**config.mk**
```make
export PLATFORM = sky130hd
export DESIGN_NAME = serial_paralelo
export DESIGN_NICKNAME = d
export VERILOG_FILES = /design/src/rtl/paralelo_serial_pkg.sv /design/src/rtl/serial_paralelo_align.sv /design/src/rtl/serial_paralelo.sv
export SDC_FILE = /design/constraint.sdc
export NUM_CORES = 1
export LEC_CHECK = 0
export CORE_ASPECT_RATIO = 0.9
export CORE_MARGIN = 2
export CORE_UTILIZATION = 40
export DETAILED_ROUTE_END_ITERATION = 7
export PLACE_DENSITY_LB_ADDON = 0.15
export SYNTH_ARGS = -nofsm -noshare
export SYNTH_HDL_FRONTEND = slang
export SYNTH_SLANG_ARGS = --single-unit
```
**constraint.sdc**
```tcl
create_clock -name clk_32f -period 5.4 [get_ports clk_32f]
set_input_delay 0.81 -clock clk_32f [delete_from_list [all_inputs] [get_ports clk_32f]]
set_output_delay 0.81 -clock clk_32f [all_outputs]
set_load 0.01 [all_outputs]
```
**src/rtl/paralelo_serial_pkg.sv**
```systemverilog
// -----------------------------------------------------------------------------
// paralelo_serial_pkg
// Definitions shared by the serial link receiver (serial_paralelo) and its
// transmitter (paralelo_serial): default comma symbol, default number of
// aligned commas needed to lock, and the receiver alignment state encoding.
// -----------------------------------------------------------------------------
package paralelo_serial_pkg;

  // Idle/comma byte the transmitter sends when it has no valid payload.
  localparam logic [7:0] COM_SYMBOL_DEF = 8'hBC;

  // Consecutive byte-aligned commas required before data is delivered.
  localparam int         SYNC_COUNT_DEF = 4;

  // Receiver alignment states.
  typedef enum logic [1:0] {
    SEARCH = 2'd0,  // hunting for a comma at any bit offset
    SYNC   = 2'd1,  // byte boundary guessed, confirming with more commas
    ACTIVE = 2'd2   // locked, delivering bytes
  } sp_state_e;

endpackage : paralelo_serial_pkg

```
**src/rtl/serial_paralelo_align.sv**
```systemverilog
// -----------------------------------------------------------------------------
// serial_paralelo_align
// Bit-level front end of the receiver: serial shift register, bit counter
// within the current byte, and comma detection on the candidate byte.
//
// Ports
//   i_clk        serial bit clock
//   i_rst_n      asynchronous active-low reset
//   i_data       serial data bit, MSB first
//   i_aligned    1 while a byte boundary is assumed (SYNC/ACTIVE); the bit
//                counter free-runs 0..7, otherwise it is held at 0
//   o_nxt        candidate byte: previous 7 bits plus the current bit
//   o_com_det    o_nxt equals COM_SYMBOL
//   o_byte_done  the current edge completes a byte (bit counter == 7)
// -----------------------------------------------------------------------------
module serial_paralelo_align
  import paralelo_serial_pkg::*;
#(
  parameter logic [7:0] COM_SYMBOL = COM_SYMBOL_DEF
) (
  input  logic       i_clk,
  input  logic       i_rst_n,
  input  logic       i_data,
  input  logic       i_aligned,
  output logic [7:0] o_nxt,
  output logic       o_com_det,
  output logic       o_byte_done
);

  // Only the low 7 bits of the shifted history are ever read, so the oldest
  // bit is simply not stored.
  logic [6:0] r_sr;
  logic [2:0] r_bit_cnt;
  logic [7:0] w_nxt;

  assign w_nxt = {r_sr, i_data};

  // NOTE: sequential state uses non-blocking assignments so every register
  // samples the pre-edge value of its neighbours.
  always_ff @(posedge i_clk or negedge i_rst_n) begin
    if (!i_rst_n) begin
      r_sr      <= '0;
      r_bit_cnt <= '0;
    end else begin
      r_sr      <= w_nxt[6:0];
      // 3-bit counter wraps 7 -> 0 naturally at each byte boundary.
      r_bit_cnt <= i_aligned ? r_bit_cnt + 3'd1 : 3'd0;
    end
  end

  assign o_nxt       = w_nxt;
  assign o_com_det   = (w_nxt == COM_SYMBOL);
  assign o_byte_done = (r_bit_cnt == 3'd7);

endmodule : serial_paralelo_align

```
**src/rtl/serial_paralelo.sv**
```systemverilog
// -----------------------------------------------------------------------------
// serial_paralelo
// Serial-to-parallel receiver with comma-based byte alignment. Hunts for
// COM_SYMBOL at any bit offset, confirms SYNC_COUNT aligned commas, then
// delivers one byte every 8 bit clocks for as long as reset stays released.
//
// Ports
//   clk_32f       serial bit clock (rising edge)
//   reset_L       asynchronous active-low reset
//   data_in       serial data, MSB first
//   data_out      last received byte, held 8 cycles
//   valid_out     data_out is payload (not COM_SYMBOL), held 8 cycles
//   byte_stb      one-cycle pulse when data_out/valid_out update
//   active        receiver is locked and delivering data
//   sync_err_cnt  saturating count of SYNC->SEARCH fallbacks; exists only
//                 when the macro SP_SYNC_ERR_CNT_EN is defined
// -----------------------------------------------------------------------------
module serial_paralelo
  import paralelo_serial_pkg::*;
#(
  parameter logic [7:0] COM_SYMBOL = COM_SYMBOL_DEF,
  parameter int         SYNC_COUNT = SYNC_COUNT_DEF
) (
  input  logic       clk_32f,
  input  logic       reset_L,
  input  logic       data_in,
  output logic [7:0] data_out,
  output logic       valid_out,
  output logic       byte_stb,
  output logic       active
`ifdef SP_SYNC_ERR_CNT_EN
  ,
  output logic [7:0] sync_err_cnt
`endif
);

  localparam logic [7:0] SYNC_CNT_B = 8'(SYNC_COUNT);

  sp_state_e  r_state;
  logic [7:0] r_com_cnt;
  logic [7:0] r_data_out;
  logic       r_valid_out;
  logic       r_byte_stb;
  logic       r_active;
`ifdef SP_SYNC_ERR_CNT_EN
  logic [7:0] r_sync_err_cnt;
`endif

  logic [7:0] w_nxt;
  logic       w_com_det;
  logic       w_byte_done;
  logic       w_aligned;

  assign w_aligned = (r_state != SEARCH);

  serial_paralelo_align #(
    .COM_SYMBOL (COM_SYMBOL)
  ) u_align (
    .i_clk       (clk_32f),
    .i_rst_n     (reset_L),
    .i_data      (data_in),
    .i_aligned   (w_aligned),
    .o_nxt       (w_nxt),
    .o_com_det   (w_com_det),
    .o_byte_done (w_byte_done)
  );

  always_ff @(posedge clk_32f or negedge reset_L) begin
    if (!reset_L) begin
      r_state     <= SEARCH;
      r_com_cnt   <= '0;
      r_data_out  <= '0;
      r_valid_out <= 1'b0;
      r_byte_stb  <= 1'b0;
      r_active    <= 1'b0;
`ifdef SP_SYNC_ERR_CNT_EN
      r_sync_err_cnt <= '0;
`endif
    end else begin
      r_byte_stb <= 1'b0;
      case (r_state)
        SEARCH: begin
          // A comma at any offset fixes the byte boundary at this edge;
          // it also counts as the first of the SYNC_COUNT commas.
          if (w_com_det) begin
            r_com_cnt <= 8'd1;
            if (SYNC_CNT_B <= 8'd1) begin
              r_state  <= ACTIVE;
              r_active <= 1'b1;
            end else begin
              r_state <= SYNC;
            end
          end
        end
        SYNC: begin
          if (w_byte_done) begin
            if (w_com_det) begin
              r_com_cnt <= r_com_cnt + 8'd1;
              if (r_com_cnt + 8'd1 == SYNC_CNT_B) begin
                r_state  <= ACTIVE;
                r_active <= 1'b1;
              end
            end else begin
              // Wrong boundary guess: drop back and hunt again.
              r_state   <= SEARCH;
              r_com_cnt <= '0;
`ifdef SP_SYNC_ERR_CNT_EN
              if (r_sync_err_cnt != 8'hFF) r_sync_err_cnt <= r_sync_err_cnt + 8'd1;
`endif
            end
          end
        end
        ACTIVE: begin
          // Lock is kept until reset; commas in the stream are idle bytes.
          if (w_byte_done) begin
            r_data_out  <= w_nxt;
            r_valid_out <= !w_com_det;
            r_byte_stb  <= 1'b1;
          end
        end
        default: r_state <= SEARCH;
      endcase
    end
  end

  assign data_out  = r_data_out;
  assign valid_out = r_valid_out;
  assign byte_stb  = r_byte_stb;
  assign active    = r_active;
`ifdef SP_SYNC_ERR_CNT_EN
  assign sync_err_cnt = r_sync_err_cnt;
`endif

endmodule : serial_paralelo

```
After elaboration in Yosys (flattened, before gate mapping):

Cells that the tools add are included.

* input bits: 3
* word-level logic and storage cells: 39
* output and inout port bits: 11
* flip-flop bits (word level): 31

* muxes and demuxes: 12
* reductions and logical operators: 8
* bitwise gates (word level): 1
* add/sub/neg operators: 2
* equality and inequality tests: 8

Operator list (count)
* $mux W8: 3
* $pmux W8 S2: 1
* $add A8 B1 Y8 const B: 1
* $eq A8 B3 Y1 const B: 1
* $eq A8 B8 Y1 const B: 1
* $mux W2: 4
* $reduce_and A4 Y1: 2
* $pmux W2 S3: 1
* $reduce_bool A2 Y1: 2
* $add A3 B1 Y3 const B: 1
* $eq A3 B3 Y1 const B: 1
* $mux W3: 1
* $ne A3 B3 Y1 const B: 1
* $reduce_and A3 Y1: 1
* $eq A2 B1 Y1 const B: 1
* $eq A2 B2 Y1 const B: 1
* $logic_not A2 Y1: 1
* $mux W1: 2
* $ne A2 B1 Y1 const B: 1
* $ne A2 B2 Y1 const B: 1
* $reduce_and A2 Y1: 1
* $logic_not A1 Y1: 1
* $not A1 Y1: 1

Logic depth before layout (Yosys ltp):

Gate-level depths: netlist of the first run.

* word-level depth: 6
* gate-level depth with buffers: 7
* gate-level depth less buffers: 6

Cells and area by module:

A second synthesis of the first run with hierarchy kept.

* cell total of the unflattened synthesis: 142
* area total of the unflattened synthesis: 1437.6 µm²

Modules (own cells, without submodules)
* serial_paralelo: area an instance 1111.1 µm², times used 1, sequential area each 525.5 µm², cells an instance 123
* serial_paralelo_align: area an instance 326.6 µm², times used 1, sequential area each 250.2 µm², cells an instance 19

Least setup slack after synthesis of the first run:

Ideal clock, no wire load.

* path type: input-to-reg
* start point: in data_in
* end point: reg r_com_cnt[7]
* setup time: 0.087 ns
* arrival time: 1.898 ns
* stages: 4
* buffers on the path: 0
* setup slack: 3.415 ns
* required time: 5.313 ns
* cells stage by stage: nand4bb_4 -> nor4_4 -> or4b_1 -> o211ai_1

* cells in the longest elaborated chain, start to end: 4
* elaborated cells on any way between the ends: 6
* those cells by class: 2 x eq/ne; 3 x mux; 1 x reduce/logical

Ends and longest elaborated chain
* start: declaration: line serial_paralelo.sv:26 `input logic data_in,`
* $eq A8 B8 Y1 *: line serial_paralelo_align.sv:52 `assign o_com_det = (w_nxt == COM_SYMBOL);`
* $mux W8: line serial_paralelo.sv:97 `if (w_com_det) begin`
* $mux W8: line serial_paralelo.sv:96 `if (w_byte_done) begin`
* $pmux W8 S2: line serial_paralelo.sv:81 `case (r_state)`
* end signal: assignment: line serial_paralelo.sv:98 `r_com_cnt <= r_com_cnt + 8'd1;`
* end: declaration: line serial_paralelo.sv:40 `logic [7:0] r_com_cnt;`

Every way passes the cells marked *; elsewhere a longest branch is shown, timed or not. The select of a mux whose other input is x is not followed.
A chain may end at the register's enable or synchronous reset.

Worst setup path after layout of the first run:

Same ends and word-level chain as after synthesis.

==> flow_metrics.py, run 1 <==
metrics = {
    "status": {
        "outcome": "complete, no violations",
    },
    "synth": {
        "synth_area_mm2": 0.00149,
        "synth_top_area_share": 0.520,
        "ys.flop_type": "dfrtp_1",
        "syn_nets": 132,
        "synth_top_cells_by_count": "dfrtp_1 (31), mux2_2 (8), nand3_1 (7)",
        "ys_top_cells_by_area": "dfrtp_1 (52%), mux2_2 (6.0%), ha_1 (3.4%), a22o_1 (2.3%), nand3_1 (2.3%)",
        "ys_warn_count": 0,
        "avgSynthCellArea_um2": 11.9,
        "synth-seq-area-share": 0.520,
        "yosysMostFrequentCell": "dfrtp_1",
        "yosys.area.top_type": "dfrtp_1",
        "synth_cell_types": 42,
        "synth_edf_count": 0,
        "synth-seq-cells": 31,
        "synthArstFlopShare": 1.00,
        "syn_inst": 125,
    },
    "clock_tree": {
        "clk_latency_ns": 0.28,
        "clockBufferDepth": 2,
        "cts_sinks": 31,
        "cts_tree": "yes",
        "cts_hold_buffers": 0,
        "htree_levels": 2,
        "numCtsBuffers": 5,
        "cts_setup_buffers": 0,
        "clk_pin_slew_ns": 0.06,
        "cts_root_buf": "clkbuf_8",
        "cts-resized-gates": 0,
    },
    "floorplan": {
        "die_h_um": 62.0,
        "start_util": 0.409,
        "core.rowCount": 21,
        "die_area_mm2": 0.00424,
        "io_pins": 14,
        "die_w_um": 68.4,
        "core_mm2": 0.00365,
    },
    "placed_design": {
        "port_buffers": 13,
        "dpl_cell_area_mm2": 0.00166,
        "place_congestion": 0.904,
        "hpwl_mm": 2.03,
        "placedCellCount": 178,
    },
    "drt": {
        "drc_errors": 0,
        "vias_per_cell": 5.66,
        "vias": 1053,
        "drt_iter0_markers": 64,
        "ant_nets": 0,
        "drt_wl_total_mm": 2.80,
        "firstDrtPassIters": 4,
        "routedWlPerCell_um": 15.1,
    },
    "critical_path": {
        "max_stage_delay_ns": 0.47,
        "critPathLaunchType": "primary input",
        "arrival_ns": 2.54,
        "crit_chain": "clkdlybuf4s50_1 -> nand4bb_4 -> nor4_4 -> or4b_1 -> o211ai_1",
        "critical_path_class": "in2reg",
        "crit_path_end_kind": "flop",
        "cp_max_fo": 9,
        "crit_path_top_delay_cell": "or4b_1",
        "worstPathRequired_ns": 5.60,
    },
    "global_route": {
        "antenna_found_initial": 0,
        "grt_pass1_wl_mm": 4.60,
        "grt_util_met2": 0.221,
        "grt_overflow": 0,
        "track_usage": 0.158,
        "use_met3": 0.0486,
        "busiest_layer": "met2",
        "grt_pass1_vias": 955,
        "grt_max_degree": 32,
        "met1_usage": 0.209,
    },
    "final_layout": {
        "drive_gt1_frac": 0.171,
        "layout.nets": 146,
        "n_antenna_cell": 0,
        "syn_to_final_growth_pct": 16.4,
        "instances_no_fill": 186,
        "postLayoutCellArea_mm2": 0.00174,
    },
    "sta": {
        "finalCriticalPeriod_ns": 2.34,
        "fmax_ghz": 0.427,
        "hold_viol_final": 0,
        "setup_violations": 0,
        "worst_slew_pin_slew_ns": 0.501,
        "rsz0062_at_grt": "no",
        "slew_headroom": 0.661,
        "final.setup_skew_ns": 0.00418,
        "maxSlewViolCount": 0,
        "period_share": 0.434,
        "setup_tns_ns": 0,
    },
    "power_and_ir_drop": {
        "p_leak_uw": 0.000770,
        "power.density_mw_per_mm2": 250,
        "peakVddDrop_mv": 0.147,
    },
    "flow_run": {
        "maxCapViolations": 0,
    },
    "hold_path": {
        "hp-class": "reg2reg",
    },
}
## routing by layer
layer | part of all wire | up-vias
li1 | - | 503
met1 | 0.46 | 521
met2 | 0.46 | 21
met3 | 0.041 | 8
met4 | 0.029 | 0
met5 | 0 | -
## cells in the final DEF, fill, tap and decap left out, drive strengths merged, types with 2 or more instances in the layout
cell / n
dfrtp: 31
clkdlybuf4s50: 13
mux2: 8
nand3: 7
clkbuf: 7
nor2: 5
a21oi: 5
o21ai: 5
inv: 5
nor2b: 4
nand2: 4
a22o: 4
ha: 4
and3: 3
o31ai: 3
o2bb2ai: 3
or4b: 2
o211ai: 2
a22oi: 2
nor4b: 2
## critical path, delay by kind of cell
kind	cells	cell delay (ns)
and+or+nand+nor	3	1.16
buffers and inverters	1	0.46
AOI/OAI and AO/OA	1	0.11
## final cells by class
class / count / area [µm²]
multi-input cells: 82 / 667
clock inverters: 1 / 5.00
well taps: 46 / 57.6
fillers: 332 / 1910
flip-flops and latches: 31 / 776
inverters: 5 / 18.8
repair buffers: 14 / 138
clock buffers: 7 / 76.3
## state kept, by name, indices dropped and copies added (netlist names)
signal and count:
r_com_cnt 8, u_align.r_bit_cnt 3, u_align.r_sr 7, active 1, data_out 8, r_state 2, byte_stb 1, valid_out 1
## final timing paths
kind	startpoint	to	slack, ns	depth (start not counted)
worst max-delay path	data_in	r_com_cnt[7]$_DFFE_PN0P_	3.06	5
worst min-delay path	u_align.r_sr[5]$_DFF_PN0_	u_align.r_sr[6]$_DFF_PN0_	0.43	0
worst max register to register	u_align.r_bit_cnt[0]$_DFF_PN0_	r_com_cnt[7]$_DFFE_PN0P_	3.28	6
worst min register to register	u_align.r_sr[5]$_DFF_PN0_	u_align.r_sr[6]$_DFF_PN0_	0.43	0
max in group asynchronous	reset_L	r_com_cnt[1]$_DFFE_PN0P_	4.20	2
min in group asynchronous	reset_L	byte_stb$_DFF_PN0_	0.92	2
## stage by stage
step	worst slack, ns	hold slack [ns]	total power, µW	util
6_report	3.06	0.430	434	0.476
5_1_grt	2.95	0.448	458	0.476
4_1_cts	3.06	0.438	443	0.476
3_5_place_dp	2.75	0.414	271	0.454
3_3_place_gp	2.83	0.416	270	0.454
2_1_floorplan	3.42	0.384	259	-
## kinds of logic (layout without fill, tap and decap cells)
family | Yosys count | in the layout | synth area share
multiplexers | 8 | 8 | 0.0604
flip-flops | 31 | 31 | 0.520
AND/OR/NAND/NOR | 37 | 37 | 0.191
adder cells (fa/ha/maj) | 4 | 4 | 0.0335
buffers and inverters | 12 | 27 | 0.0335
AO/OA/AOI/OAI | 33 | 33 | 0.162
## report_power, final
group / total [µW] / internal, µW / switching, µW
clock network: 169 / 90.1 / 78.7
registers: 246 / 238 / 8.12
logic: 19.6 / 7.72 / 11.9
(Power assumes the default switching activity.)
==> run 2: changes to the inputs <==
- clock period: 5.4 -> 2 ns (I/O delays scaled with it)
==> run 2 against run 1 <==
Cell count grew 4.8%. Via count grew 5.1%. Sequential share of layout area shrank 1.8 points. Register-to-register slack lost 3.0 ns. Count of clock-buffer cells in the layout shrank 2. Combinational power grew to 3.6 times the previous value. Global-route usage grew 2.1 points. Die area is the same.
==> flow_metrics.py, run 2 (synthesis gave the netlist of run 1 again) <==
metrics = {
    "placed_design": {
        "port_buffers": 13,
        "dpl_cell_area_mm2": 0.00172,
        "place_congestion": 0.903,
        "hpwl_mm": 2.10,
    },
    "global_route": {
        "track_usage": 0.180,
        "grt_max_degree": 32,
        "grt_pass1_vias": 1110,
        "grt_pass1_wl_mm": 5.44,
        "antenna_found_initial": 0,
        "grt_overflow": 0,
    },
    "hold_path": {
        "hp-class": "in2async",
    },
    "critical_path": {
        "r2r-end": "r_state[0]$_DFFE_PN0P_",
        "critPathLaunchType": "flop",
        "r2r_start": "r_com_cnt[0]$_DFFE_PN0P_",
        "arrival_ns": 1.92,
        "cp_max_fo": 6,
        "setup.worst_path.end": "r_state[0]$_DFFE_PN0P_",
        "reg2reg_depth": 5,
        "worstPathRequired_ns": 2.17,
        "critical_path_class": "reg2reg",
        "critPathLaunch": "r_com_cnt[0]$_DFFE_PN0P_",
        "crit_path_end_kind": "flop",
        "r2r_slack_ns": 0.24,
    },
    "floorplan": {
        "core_mm2": 0.00365,
        "die_area_mm2": 0.00424,
        "io_pins": 14,
        "core.rowCount": 21,
        "start_util": 0.409,
        "die_w_um": 68.4,
        "die_h_um": 62.0,
    },
    "power_and_ir_drop": {
        "peakVddDrop_mv": 0.467,
        "power.density_mw_per_mm2": 676,
        "p_leak_uw": 0.000814,
    },
    "sta": {
        "maxSlewViolCount": 0,
        "period_share": 0.878,
        "finalCriticalPeriod_ns": 1.76,
        "slew_headroom": 0.663,
        "setup_tns_ns": 0,
        "final.setup_skew_ns": 0.00374,
        "fmax_ghz": 0.569,
        "rsz0062_at_grt": "no",
        "worst_slew_pin_slew_ns": 0.498,
        "setup_violations": 0,
        "hold_viol_final": 0,
    },
    "drt": {
        "drt_iter0_markers": 53,
        "firstDrtPassIters": 4,
        "ant_nets": 0,
        "vias_per_cell": 5.68,
        "vias": 1107,
        "routedWlPerCell_um": 15.9,
        "drc_errors": 0,
        "drt_wl_total_mm": 3.11,
    },
    "final_layout": {
        "layout.nets": 155,
        "syn_to_final_growth_pct": 21.5,
        "postLayoutCellArea_mm2": 0.00181,
        "final_common_cell": "dfrtp_1",
        "drive_gt1_frac": 0.235,
        "layout_common_cells": "dfrtp_1 (31), clkdlybuf4s50_1 (13), buf_4 (10)",
        "n_antenna_cell": 0,
        "nFillCells": 330,
    },
    "clock_tree": {
        "clk_pin_slew_ns": 0.07,
        "cts_hold_buffers": 0,
        "cts_sinks": 31,
        "numCtsBuffers": 5,
        "clk_latency_ns": 0.29,
        "htree_levels": 2,
        "clockBufferDepth": 2,
        "cts_tree": "yes",
        "cts_root_buf": "clkbuf_8",
        "cts-resized-gates": 0,
        "cts_setup_buffers": 0,
    },
    "status": {
        "outcome": "complete, no violations",
    },
    "flow_run": {
        "maxCapViolations": 0,
    },
}
[run 2: cell types whose count changed in the layout (fill, tap and decap cells not counted), sizes merged]
cell	before	now
clkbuf	7	5
clkinvlp	0	2
buf	1	10
[run 2: worst min path at each step]
stage,start,endpoint,slack (ns),cells after the start
final,reset_L,data_out[5]$_DFFE_PN0P_,0.41,2
after floorplan,reset_L,active$_DFFE_PN0P_,0.004,0
after detailed placement,u_align.r_sr[0]$_DFF_PN0_,u_align.r_sr[1]$_DFF_PN0_,0.42,0
after global placement,u_align.r_sr[5]$_DFF_PN0_,u_align.r_sr[6]$_DFF_PN0_,0.42,0
after CTS,reset_L,data_out[6]$_DFFE_PN0P_,0.42,2
after global routing,reset_L,byte_stb$_DFF_PN0_,0.46,2
[run 2: final cells by class]
type | count | area, µm² | share of cell area
sequential | 31 | 776 | 0.428
multi-input combinational | 82 | 667 | 0.368
timing repair buffer | 23 | 205 | 0.113
clock buffer | 5 | 68.8 | 0.0380
tap | 46 | 57.6 | 0.0317
clock inverter | 3 | 20.0 | 0.0110
inverter | 5 | 18.8 | 0.0104
[run 2: power breakdown]
part	internal, µW	total, µW	leakage, µW	switching, µW
clock	242	500	0.0000402	258
combinational	27.4	71.1	0.000366	43.6
sequential	642	656	0.000408	13.8
total	911	1230	0.000814	315
[run 2: per-layer routing]
layer / up-vias / global-route usage / share of wire
met5: - / 0 / 0
met4: 0 / 0.0686 / 0.021
met3: 7 / 0.0667 / 0.064
met2: 37 / 0.268 / 0.46
met1: 545 / 0.239 / 0.46
li1: 518 / - / -
[run 2: through the flow]
step	power [µW]	worst slack [ns]	instances	hold WS, ns	util
floorplan	700	0.172	125	0.00441	-
global placement	736	0.108	187	0.417	0.472
detailed placement	740	0.102	187	0.421	0.472
CTS	1240	0.219	195	0.419	0.496
global route	1290	0.0307	195	0.458	0.496
finish	1230	0.243	195	0.409	0.496
[run 2: critical path, stage by stage, from the launching register on]
cell,delay [ns]
dfrtp_1,0.35
ha_1,0.27
nand3_1,0.17
a2111oi_0,0.42
o311a_1,0.31
o32ai_1,0.11
==> edit, RTL diff (settings of run 1) <==
Build with the macro `SP_SYNC_ERR_CNT_EN` defined.
--- a/src/rtl/serial_paralelo.sv
+++ b/src/rtl/serial_paralelo.sv
@@ -17,2 +17,4 @@
 // -----------------------------------------------------------------------------
+`define SP_SYNC_ERR_CNT_EN
+
 module serial_paralelo
Check against the original RTL (old outputs only; new: sync_err_cnt): equivalent (equiv_simple and equiv_induct, registers matched by name and starting in step).
==> edit against run 1 <==
Power up 31%. Sequential cell count increased by 8. Synthesized area grew 26%. Maximum frequency grew 6.5%. Clock skew up 0.0016 ns. Worst setup slack better by 0.14 ns. Cell area up 28%. Synthesized cell count is 26% higher. Wire length up 27%. Sequential share of layout area shrank 0.82 points. Critical path type unchanged.
==> edit: results (changes against run 1) <==
[outcome]
outcome = finished, final reports clean

[placement]
gp_congestion = 0.855  ; -5.4%
dp_cells = 232  ; +30%
dpl_cell_area_um2 = 2110  ; +27%
place_ws_ns = 2.89  ; +0.144 ns
port_buffers = 21  ; +8
hpwl_um = 2470  ; +22%

[power]
max-vdd-ir-drop_v = 0.000178  ; +21%
p_leak_nw = 1.04  ; +35%

[setup_path]
slowest_delay_ns = 0.43  ; -0.04 ns
r2r_setup_slack_ns = 3.42  ; +0.14 ns
r2r-start = u_align.r_bit_cnt[0]$_DFF_PN0_
cp.arrival_ns = 2.37  ; -0.17 ns
r2r_end = sync_err_cnt[1]$_DFFE_PN0P_
worstPathMaxFanout = 12  ; +3
slowest_stage = clkdlybuf4s50_1
r2r_cells = 6  ; unchanged

[global_routing]
grt_pass1_wl_um = 5930  ; +29%
grt_use_total_pct = 14.4  ; -1.4 points
grt_max_degree = 40  ; +25%
antenna_found_initial = 0  ; unchanged

[synthesis]
synthTopCellsByArea = dfrtp_1 (52%), mux2_2 (5.4%), ha_1 (3.3%), xor2_1 (3.3%), a22o_1 (2.8%)
synthTopCellsByCount = dfrtp_1 (39), mux2_2 (9)
ys.flop_type = dfrtp_1
ys_async_sr_fraction_pct = 100  ; unchanged
yosysWarnings = 0  ; unchanged
syn_nets = 165  ; +25%
netlist-cell-type-count = 46  ; +9.5%
postSynthCellCount = 157  ; +26%
ys_seq_area_share_pct = 52.1  ; +0.10 points

[sta]
finalClockSkew_ns = 0.00575  ; +0.00157 ns
fin_crit_sh_pct = 40.7  ; -2.7 points
tightestPinTransition_ns = 0.857  ; +0.356 ns
whs_ns = 0.406  ; -0.0236 ns

[clock_network]
postCtsSetupRepairBufs = 0  ; unchanged
insertion_delay_ns = 0.28  ; about the same
clock-root-buffer = clkbuf_8
cts_resized = 0  ; unchanged
clk_path_buf_depth = 2  ; unchanged
clkTransAtPathRegs_ns = 0.08  ; +0.02 ns
htreeDepth = 2  ; unchanged
cts_made_buffers = 5  ; unchanged

[finish]
antennaDiodeCount = 0  ; unchanged
layout-drive-gt1-share_pct = 14.6  ; -2.5 points
fin_nets = 185  ; +27%

[route]
wl_per_cell_um = 14.8  ; -1.5%
detail_route.vias_per_cell = 5.54  ; -2.2%
initialDrtViolationCount = 100  ; +56%
drtPass1Iterations = 4  ; unchanged
postRouteWirelength_um = 3560  ; +27%

[worst_hold_path]
hp-class = reg -> reg
whs_path_depth = 0  ; unchanged
hold_start = u_align.r_sr[5]$_DFF_PN0_
min_to = u_align.r_sr[6]$_DFF_PN0_

-- edit: per-layer routing --
layer,up-vias,track usage [%],part of all wire [%]
li1,629,-,-
met5,-,0,0
met3,4,4.04,4.7
met4,0,5.00,0.96
met1,662,18.7,46
met2,34,23.8,49
-- edit: worst max-delay path by stage --
stage | to | depth (start not counted) | from
floorplan | r_com_cnt[2]$_DFFE_PN0P_ | 5 | data_in
global placement | r_com_cnt[2]$_DFFE_PN0P_ | 5 | data_in
detailed placement | r_com_cnt[7]$_DFFE_PN0P_ | 5 | data_in
CTS | r_com_cnt[7]$_DFFE_PN0P_ | 5 | data_in
global route | r_com_cnt[7]$_DFFE_PN0P_ | 5 | data_in
finish | r_com_cnt[7]$_DFFE_PN0P_ | 5 | data_in
-- edit: cells by family after synthesis --
kind of cell | synth area share (%)
and+or+nand+nor | 19.4
DFF | 52.1
AOI/OAI and AO/OA | 13.0
buffers and inverters | 3.07
muxes | 5.41
xor gates and xnor gates | 3.74
adders and majority gates | 3.34
-- edit: area by class of cell --
class,instances,area [um^2]
Clock buffer,5,68.8
Clock inverter,3,47.5
Fill cell,411,2260
Inverter,3,11.3
Multi-Input combinational cell,107,841
Sequential cell,39,976
Tap cell,62,77.6
Timing Repair Buffer,21,205
-- edit: worst max-delay path: cells and delay by family --
family	cells	cell delay, ns
AND/OR/NAND/NOR	2	0.55
AO/OA/AOI/OAI	2	0.57
buffers and inverters	1	0.43
-- edit: power breakdown --
part	switching [mW]	internal (mW)	leakage [nW]	total (mW)
clock	0.103	0.140	0.0587	0.243
combinational	0.0121	0.00694	0.463	0.0191
sequential	0.00932	0.297	0.515	0.307
